$ cat config.mk
export PLATFORM = sky130hd
export DESIGN_NAME = mem_bus_arbiter
export DESIGN_NICKNAME = d
export VERILOG_FILES = /design/src/rtl/mem_bus_arbiter.sv
export SDC_FILE = /design/constraint.sdc
export NUM_CORES = 1
export LEC_CHECK = 0
export CORE_AREA = 2 2 62 64
export DETAILED_ROUTE_END_ITERATION = 8
export DIE_AREA = 0 0 64 66
export PLACE_DENSITY = 0.85
export SETUP_SLACK_MARGIN = 0.2
export SYNTH_ARGS = -nofsm -noshare
export SYNTH_HDL_FRONTEND = slang
export SYNTH_SLANG_ARGS = --single-unit
$ cat constraint.sdc
create_clock -name clock -period 2.6 [get_ports clock]
set_clock_uncertainty 0.15 [all_clocks]
set_input_delay 0.78 -clock clock [delete_from_list [all_inputs] [get_ports clock]]
set_output_delay 0.78 -clock clock [all_outputs]
set_load 0.05 [all_outputs]
$ cat src/rtl/mem_bus_arbiter.sv
// Two-master arbiter for the shared instruction/data memory port: CPU (fixed priority) vs host/debug.
// Latency: host access completes 3 cycles after request when the CPU is idle; CPU path is combinational.
// Backpressure: host waits in PEND while the CPU strobes; optional ARB_HOLD_EN asserts cpu_hold after MAX_WAIT cycles.
module mem_bus_arbiter #(
  parameter int AW       = 5,
  parameter int DW       = 8,
  parameter int MAX_WAIT = 16
) (
  input  logic          clock,
  input  logic          rst_,
  input  logic          cpu_rd,
  input  logic          cpu_wr,
  input  logic [AW-1:0] cpu_addr,
  input  logic [DW-1:0] cpu_wdata,
  output logic [DW-1:0] cpu_rdata,
  input  logic          cpu_halt,
  output logic          cpu_hold,
  input  logic          host_req,
  input  logic          host_we,
  input  logic [AW-1:0] host_addr,
  input  logic [DW-1:0] host_wdata,
  output logic          host_busy,
  output logic          host_done,
  output logic [DW-1:0] host_rdata,
  output logic          mem_rd,
  output logic          mem_wr,
  output logic [AW-1:0] mem_addr,
  output logic [DW-1:0] mem_wdata,
  input  logic [DW-1:0] mem_rdata
);

  typedef enum logic [1:0] {IDLE, PEND, ACC, DONE} state_t;

  state_t        state_q, state_d;
  logic          we_q, we_d;
  logic [AW-1:0] addr_q, addr_d;
  logic [DW-1:0] wdata_q, wdata_d;
  logic [DW-1:0] rdata_q, rdata_d;
  logic          free;
  logic          host_own;

  // The port is free for the host whenever the CPU is not strobing or is halted.
  assign free     = (~cpu_rd & ~cpu_wr) | cpu_halt;
  assign host_own = (state_q == ACC) & free;

  // Next-state logic: latch the request once, wait for a free cycle, retry on collision.
  always_comb begin
    state_d = state_q;
    we_d    = we_q;
    addr_d  = addr_q;
    wdata_d = wdata_q;
    rdata_d = rdata_q;
    case (state_q)
      IDLE: begin
        if (host_req) begin
          we_d    = host_we;
          addr_d  = host_addr;
          wdata_d = host_wdata;
          state_d = PEND;
        end
      end
      PEND: begin
        if (free) state_d = ACC;
      end
      ACC: begin
        if (free) begin
          if (!we_q) rdata_d = mem_rdata;
          state_d = DONE;
        end else begin
          // CPU grabbed the port this cycle; host strobes were suppressed, try again.
          state_d = PEND;
        end
      end
      DONE: begin
        state_d = IDLE;
      end
      default: begin
        state_d = IDLE;
      end
    endcase
  end

  // Arbiter state and latched host request; reset aborts any in-flight access.
  always_ff @(posedge clock or negedge rst_) begin
    if (!rst_) begin
      state_q <= IDLE;
      we_q    <= 1'b0;
      addr_q  <= '0;
      wdata_q <= '0;
      rdata_q <= '0;
    end else begin
      state_q <= state_d;
      we_q    <= we_d;
      addr_q  <= addr_d;
      wdata_q <= wdata_d;
      rdata_q <= rdata_d;
    end
  end

`ifdef ARB_HOLD_EN
  localparam logic [7:0] HOLD_AT = 8'(MAX_WAIT - 1);

  logic [7:0] wait_cnt_q, wait_cnt_d;
  logic       cpu_hold_q, cpu_hold_d;

  // Starvation counter: counts blocked PEND cycles and requests a CPU freeze at the threshold.
  always_comb begin
    wait_cnt_d = wait_cnt_q;
    cpu_hold_d = cpu_hold_q;
    if ((state_q == PEND) && !free && (wait_cnt_q != 8'hFF)) wait_cnt_d = wait_cnt_q + 8'd1;
    if (state_q == DONE) wait_cnt_d = 8'd0;
    if ((state_q == PEND) && (wait_cnt_q == HOLD_AT)) cpu_hold_d = 1'b1;
    if (state_d == DONE) cpu_hold_d = 1'b0;
  end

  // Starvation counter and hold request registers.
  always_ff @(posedge clock or negedge rst_) begin
    if (!rst_) begin
      wait_cnt_q <= 8'd0;
      cpu_hold_q <= 1'b0;
    end else begin
      wait_cnt_q <= wait_cnt_d;
      cpu_hold_q <= cpu_hold_d;
    end
  end

  assign cpu_hold = cpu_hold_q;
`else
  // Without the hold feature the host simply waits for an idle or halted CPU.
  assign cpu_hold = 1'b0;
`endif

  // Memory port mux: CPU passes straight through unless the host owns this ACC cycle.
  always_comb begin
    mem_rd    = cpu_rd;
    mem_wr    = cpu_wr;
    mem_addr  = cpu_addr;
    mem_wdata = cpu_wdata;
    if (host_own) begin
      mem_rd    = ~we_q;
      mem_wr    = we_q;
      mem_addr  = addr_q;
      mem_wdata = wdata_q;
    end
  end

  assign cpu_rdata  = mem_rdata;
  assign host_busy  = (state_q == PEND) || (state_q == ACC);
  assign host_done  = (state_q == DONE);
  assign host_rdata = rdata_q;

endmodule

Word-level counts from Yosys, hierarchy flattened --
Cells that the tools add are included.
Cells by class: equal/unequal tests 5, muxes and demuxes 8, bitwise gates (word level) 6, reductions and logical operators 5
Operator list (number):
- $mux 8 | 1
- $pmux 2 s4 | 1
- $mux 2 | 3
- $mux 5 | 1
- $eq 2x2->1 const B | 2
- $ne 2x2->1 const B | 2
- $reduce_and 2->1 | 2
- $not 1->1 | 3
- $reduce_and 3->1 | 1
- $and 1x1->1 | 2
- $eq 2x1->1 const B | 1
- $logic_not 2->1 | 1
- $mux 1 | 2
- $logic_or 1x1->1 | 1
- $or 1x1->1 | 1
Storage, ports and cells: register bits 24, bits of input ports 41, output and inout port bits 34, word-level logic and storage cells 29

Longest topological paths before layout --
Gate-level depths: netlist (run 1).
depth after elaboration 5, gate-level depth with buffers 5, mapped depth without buffers 5

Least setup slack after synthesis (run 1) --
No wires, ideal clock.
kind input to output, from input port cpu_halt, to output port mem_addr[0], arrival 1624 ps, data required time 1670 ps, slack 46 ps, stages 4, buffers on the path 1, cell sequence o21bai_4 nand2_4 buf_6 mux2_4
Between the ends: longest elaborated chain between the ends 3
Ends and longest elaborated chain:
- start: declaration | RTL line 16 | input logic cpu_halt,
- $or 1x1->1 | RTL line 43 | assign free = (~cpu_rd & ~cpu_wr) | cpu_halt;
- $and 1x1->1 | RTL line 44 | assign host_own = (state_q == ACC) & free;
- $mux 5 | RTL line 139 | if (host_own) begin
- end: declaration | RTL line 27 | output logic [AW-1:0] mem_addr,
No other way between the ends.

Worst setup path after layout (run 1) --
from input port cpu_rd, to output port mem_wdata[1]
Between the ends: longest elaborated chain between the ends 5
Ends and longest elaborated chain:
- start: declaration | RTL line 11 | input logic cpu_rd,
- $not 1->1 | RTL line 43
- $and 1x1->1 | RTL line 43
- $or 1x1->1 | RTL line 43
- $and 1x1->1 | RTL line 44
- $mux 8 | RTL line 139
- end: declaration | RTL line 28 | output logic [DW-1:0] mem_wdata,
No other way between the ends.

==> results of run 1 <==
[flip-flops by register name, summed over array words and instances, names as in the netlist]
register,count
wdata_q,8
state_q,2
addr_q,5
host_rdata,8
we_q,1
[critical path: cells and delay by family]
family	cells	cell delay [ps]
AOI/OAI and AO/OA	1	260
buffers and inverters	2	250
muxes	1	340
and+or+nand+nor	1	150
[what timing repair did]
item	in CTS	in global routing
pin swaps	3	1
setup endpoints to repair	25	21
hold buffers	0	0
resized for setup	42	6
cloned	1	0
buffers inserted	1	1
[layer usage]
| layer | GRT usage | routed length (um) | vias up | part of all wire |
|---|---|---|---|---|
| met3 | 0.04940 | 267 | 2 | 0.082 |
| li1 | - | - | 456 | - |
| met5 | 0 | 0 | - | 0 |
| met2 | 0.3307 | 1785 | 51 | 0.55 |
| met4 | 0.04348 | 26 | 0 | 0.0080 |
| met1 | 0.1609 | 1160 | 475 | 0.36 |
[power breakdown]
part | internal (W) | switching (W) | total, W
Clock | 0.0000853 | 0.000108 | 0.000193
Combinational | 0.000757 | 0.000950 | 0.00171
Sequential | 0.000565 | 0.000102 | 0.000667
Total | 0.00141 | 0.00116 | 0.00257
[per-stage QoR]
step,hold slack [ps],util,power [W]
floorplan,325.3,-,0.001782
global placement,336.3,0.6089,0.002283
detailed placement,344.0,0.6089,0.002332
CTS,371.9,0.6420,0.002577
global route,382.4,0.6483,0.002698
finish,362.6,0.6483,0.002567
[kinds of logic (layout without fill, tap and decap cells)]
kind of cell | count (synthesis) | count (layout) | share of synthesized area
buf+inv | 15 | 88 | 0.07646
fa+ha+maj | 4 | 4 | 0.03872
other cells | 1 | 1 | 0.002901
mux | 36 | 36 | 0.3398
simple gates | 4 | 5 | 0.02323
flops | 24 | 24 | 0.4647
compound gates | 7 | 7 | 0.05421
[placed cells by master, fill, tap and decap left out, drive strengths merged]
cell type,instances
mux2,36
buf,35
clkdlybuf4s50,29
dfrtp,24
dlygate4sd2,10
dlymetal6s2s,6
inv,4
ha,4
clkbuf,4
nand2,3
o21bai,1
nand3b,1
a21bo,1
o22a,1
a21oi,1
o221ai,1
a22oi,1
nor2,1
o32a,1
conb,1
[area by class of cell]
class	instances	area (sq um)
Fill cell	277	1249
Timing Repair Buffer	80	945.9
Multi-Input combinational cell	53	644.4
Sequential cell	24	600.6
Tap cell	48	60.06
Clock buffer	4	36.28
Inverter	4	15.01
[worst min path at each step]
| stage | end | startpoint | slack (ps) | depth (start not counted) |
|---|---|---|---|---|
| after floorplan | addr_q[0]$_DFFE_PN0P_ | rst_ | 330 | 0 |
| after global placement | wdata_q[2]$_DFFE_PN0P_ | wdata_q[2]$_DFFE_PN0P_ | 340 | 1 |
| after detailed placement | wdata_q[5]$_DFFE_PN0P_ | wdata_q[5]$_DFFE_PN0P_ | 340 | 1 |
| after CTS | host_rdata[5]$_DFFE_PN0P_ | host_rdata[5]$_DFFE_PN0P_ | 370 | 1 |
| after global routing | addr_q[0]$_DFFE_PN0P_ | addr_q[0]$_DFFE_PN0P_ | 380 | 1 |
| final | host_rdata[5]$_DFFE_PN0P_ | host_rdata[5]$_DFFE_PN0P_ | 360 | 1 |
[synthesized netlist by cell type (4+ instances only)]
library cell	instances	area, sq um
mux2_2	27	304.0
dfrtp_1	24	600.6
buf_4	9	67.56
mux2_4	9	135.1
ha_1	4	50.05
inv_1	4	15.01
==> reports/results.txt, run 1 <==
CP Max Fanout = 7
Crit path largest cell delay = 340 ps
CTS Sinks = 24
Most used DFF post-synth = dfrtp_1
Post-Syn Area per Cell = 14.20 sq um
GRT Residual Overflow = 0
Post-synth EDFFs = 0
unrepaired setup endpoints after global routing = yes
reg2reg start = state_q[1]$_DFFE_PN0P_
clock root cell = clkbuf_4
dpl ws = -505.9 ps
Vias/cell = 4.620
Power Density = 1115 nW/um^2
CP max stage cell = mux2_4
Placed Area = 2162 sq um
ANT cells = 0
die area = 4224 sq um
vias in the first global route = 1181
Pre-antenna DRT Iters = 4
Final Hold Fails = 0
Worst-path clk slew = 130 ps
die height = 66 um
first-pass GRT wire length = 5382 um
final WL = 3240 um
initial core utilization = 0.3640
via count = 984
violated checks = negative setup slack
Max Slew Vio Count = 0
antenna violations before repair = 0
ANT nets after route = 0
share of cells above drive strength 1 = 0.4970
HPWL Detailed = 2496 um
fmax = 368.9 MHz
core area = 3551 sq um
Tightest Pin Transition = 524.9 ps
Inst Count DP = 206
leakage power = 1.117 nW
Setup Viol. Count Final = 15
CP arrival = 1780 ps
die width = 64 um
Clock Tree Buf Depth = 2
Seq cells post-synth = 24
relative slew slack = 0.6514
Period minus WS final = 2711 ps
run status = finished with violations
setup_tns = -1464 ps
# DRC = 0
H-Tree Depth = 1
Post-Synthesis Cells = 91
maximum VDD drop = 0.6805 mV
largest net degree at the start of global routing = 25
R2R cell count = 5
critical path startpoint = cpu_rd
worst setup margin = -111.0 ps
worst setup path end = mem_wdata[1]
TritonCTS clock tree = built
worst path required time = 1670 ps
Post-Layout Cell Count = 213
Layout Nets = 211
Tcrit/Tclk final = 1.043
IO Pins = 75
Final Cell Area = 2302 sq um
Yosys warnings = 0
Num CTS Buffers = 3
Setup crit start kind = primary input
clk_lat worst skew = 300 ps
syn_nets = 136
R2R Setup Slk = 860 ps
1st-iter DRT viols = 13
CP Cell Sequence = buf_6 -> o21bai_4 -> nand2_4 -> mux2_4 -> buf_12
Synth Cell Area = 1292 sq um
r2r endpoint = addr_q[3]$_DFFE_PN0P_
routed len/inst = 15.21 um
Worst Setup End Kind = output port
register area share after synthesis = 0.4647
Distinct cells, synth = 20
crit path kind = primary input to output port
GRT Total Usage = 0.1646
Async SR Flop Fraction = 1.000
max_cap viols = 0
Area Overhead vs Synth = 78.12%
min-delay worst type = flip-flop to flip-flop
Buffers on Ports = 73
GPL Wtd Cong = 0.6740
Rows = 22
Note: power is estimated with default switching activity, not from simulation.
==> run 2: changes to the inputs <==
Settings changed: CTS_CLUSTER_SIZE set to 16.
==> results of run 2 <==
The final DEF is identical to that of run 1; final timing and power are the same.
==> run 3: changes to the inputs <==
Settings changed: SKIP_CTS_REPAIR_TIMING set to 1.
==> reports/results.txt, run 3 (synthesis results as in run 1) <==
largest net degree at the start of global routing = 25 (unchanged)
run status = finished with violations
Tightest Pin Transition = 556.7 ps (+31.79 ps)
worst setup margin = -111.3 ps (-0.3500 ps)
most common cell after layout, fill and taps aside = clkdlybuf4s50_1
first-pass GRT wire length = 5154 um (-4.2%)
Endpoint, Worst Hold = addr_q[0]$_DFFE_PN0P_
clock root cell = clkbuf_4
CP Max Fanout = 3 (-4)
Post-Layout Cell Count = 216 (+1.4%)
clk_lat worst skew = 310 ps (about the same)
r2r endpoint = host_rdata[2]$_DFFE_PN0P_
Inst Count DP = 206 (unchanged)
Area Overhead vs Synth = 84.22%
GRT Total Usage = 0.1558 (-0.008801)
Pre-antenna DRT Iters = 4 (unchanged)
share of cells above drive strength 1 = 0.5060 (+0.008983)
crit path kind = primary input to output port
R2R cell count = 7 (+2)
Setup Viol. Count Final = 15 (unchanged)
Final Hold Fails = 0 (unchanged)
IO Pins = 75 (unchanged)
Rows = 22 (unchanged)
die height = 66 um (unchanged)
maximum VDD drop = 0.7236 mV (+6.3%)
CTS Sinks = 24 (unchanged)
Tcrit/Tclk final = 1.043 (about the same)
final WL = 3387 um (+4.5%)
Hold Path Origin = addr_q[0]$_DFFE_PN0P_
via count = 996 (+1.2%)
antenna violations before repair = 0 (unchanged)
max_cap viols = 0 (unchanged)
ANT nets after route = 0 (unchanged)
Final Cell Area = 2381 sq um (+3.4%)
Num CTS Buffers = 3 (unchanged)
Layout Nets = 214 (+1.4%)
core area = 3551 sq um (unchanged)
initial core utilization = 0.3640 (unchanged)
HPWL Detailed = 2496 um (unchanged)
Power Density = 1113 nW/um^2 (-0.22%)
hold path depth = 1 (unchanged)
# DRC = 0 (unchanged)
Setup crit start kind = primary input
leakage power = 1.229 nW (+10%)
Hold WS = 370.6 ps (+7.989 ps)
fmax = 368.8 MHz (about the same)
ANT cells = 0 (unchanged)
Worst Setup End Kind = output port
TritonCTS clock tree = built
worst path required time = 1670 ps (about the same)
Buffers on Ports = 73 (unchanged)
reg2reg start = state_q[0]$_DFFE_PN0P_
die area = 4224 sq um (unchanged)
routed len/inst = 15.68 um (+3.1%)
Worst-path clk slew = 130 ps (about the same)
min-delay worst type = flip-flop to flip-flop
unrepaired setup endpoints after global routing = yes
1st-iter DRT viols = 10 (-3)
H-Tree Depth = 1 (unchanged)
Power Total = 0.002649 W (+3.2%)
commonest cells after routing, fill and taps aside = clkdlybuf4s50_1, dfrtp_1, mux2_2
violated checks = negative setup slack
Clock Tree Buf Depth = 2 (unchanged)
Placed Area = 2162 sq um (unchanged)
Period minus WS final = 2711 ps (+0.3500 ps)
R2R Setup Slk = 770 ps (-90 ps)
die width = 64 um (unchanged)
GRT Residual Overflow = 0 (unchanged)
GPL Wtd Cong = 0.6740 (unchanged)
Max Slew Vio Count = 0 (unchanged)
Vias/cell = 4.611 (-0.19%)
CP arrival = 1780 ps (about the same)
relative slew slack = 0.6283 (-0.02319)
vias in the first global route = 1172 (-0.76%)
## run 3: cell types whose count changed in the layout (fill, tap and decap cells not counted), sizes merged
cell and delta:
dlygate4sd2 -10, clkbuf +1, buf +2, dlymetal6s2s +10
## run 3: per-stage QoR
| stage | setup slack (ps) | TNS, ps | util |
|---|---|---|---|
| after floorplan | 56.89 | 0 | - |
| after global placement | -479.4 | -6766 | 0.6089 |
| after detailed placement | -505.9 | -7136 | 0.6089 |
| after CTS | -512.4 | -7220 | 0.6191 |
| after global routing | -149.3 | -1741 | 0.6705 |
| final | -111.3 | -1233 | 0.6705 |
## run 3: cell type report
type                            count  area [sq um]
Clock buffer                        4         36.28
Fill cell                         251          1170
Inverter                            4         15.01
Multi-Input combinational cell     53         659.4
Sequential cell                    24         600.6
Tap cell                           48         60.06
Timing Repair Buffer               83          1010
## run 3: how the worst max path moves through the flow
stage                      start           end  slack, ps  cells after the start
after global routing      cpu_rd   mem_addr[4]       -150                      5
after detailed placement  cpu_wr  mem_wdata[0]       -510                      5
after CTS                 cpu_wr  mem_wdata[1]       -510                      5
after floorplan           cpu_wr   mem_addr[0]         60                      4
final                     cpu_rd        mem_rd       -110                      7
after global placement    cpu_wr  mem_wdata[0]       -480                      5
## run 3: report_power, final
group          total (W)  internal [W]  leakage, nW  switching, W
sequential      0.000674      0.000565        0.284      0.000109
clock           0.000194     0.0000853       0.0210      0.000109
combinational    0.00178      0.000821        0.924      0.000961
total            0.00265       0.00147         1.23       0.00118
## run 3: critical path: stages
cell      delay [ps]
buf_8            100
o21bai_4         240
buf_4            160
buf_6             90
nand3b_4          80
a21bo_4          190
buf_12           130
## run 3: layer usage
layer | share of wire | up-vias | track usage
li1 | - | 464 | -
met1 | 0.36 | 487 | 0.1459
met2 | 0.55 | 43 | 0.3151
met3 | 0.076 | 2 | 0.05451
met4 | 0.0077 | 0 | 0.04076
met5 | 0 | - | 0
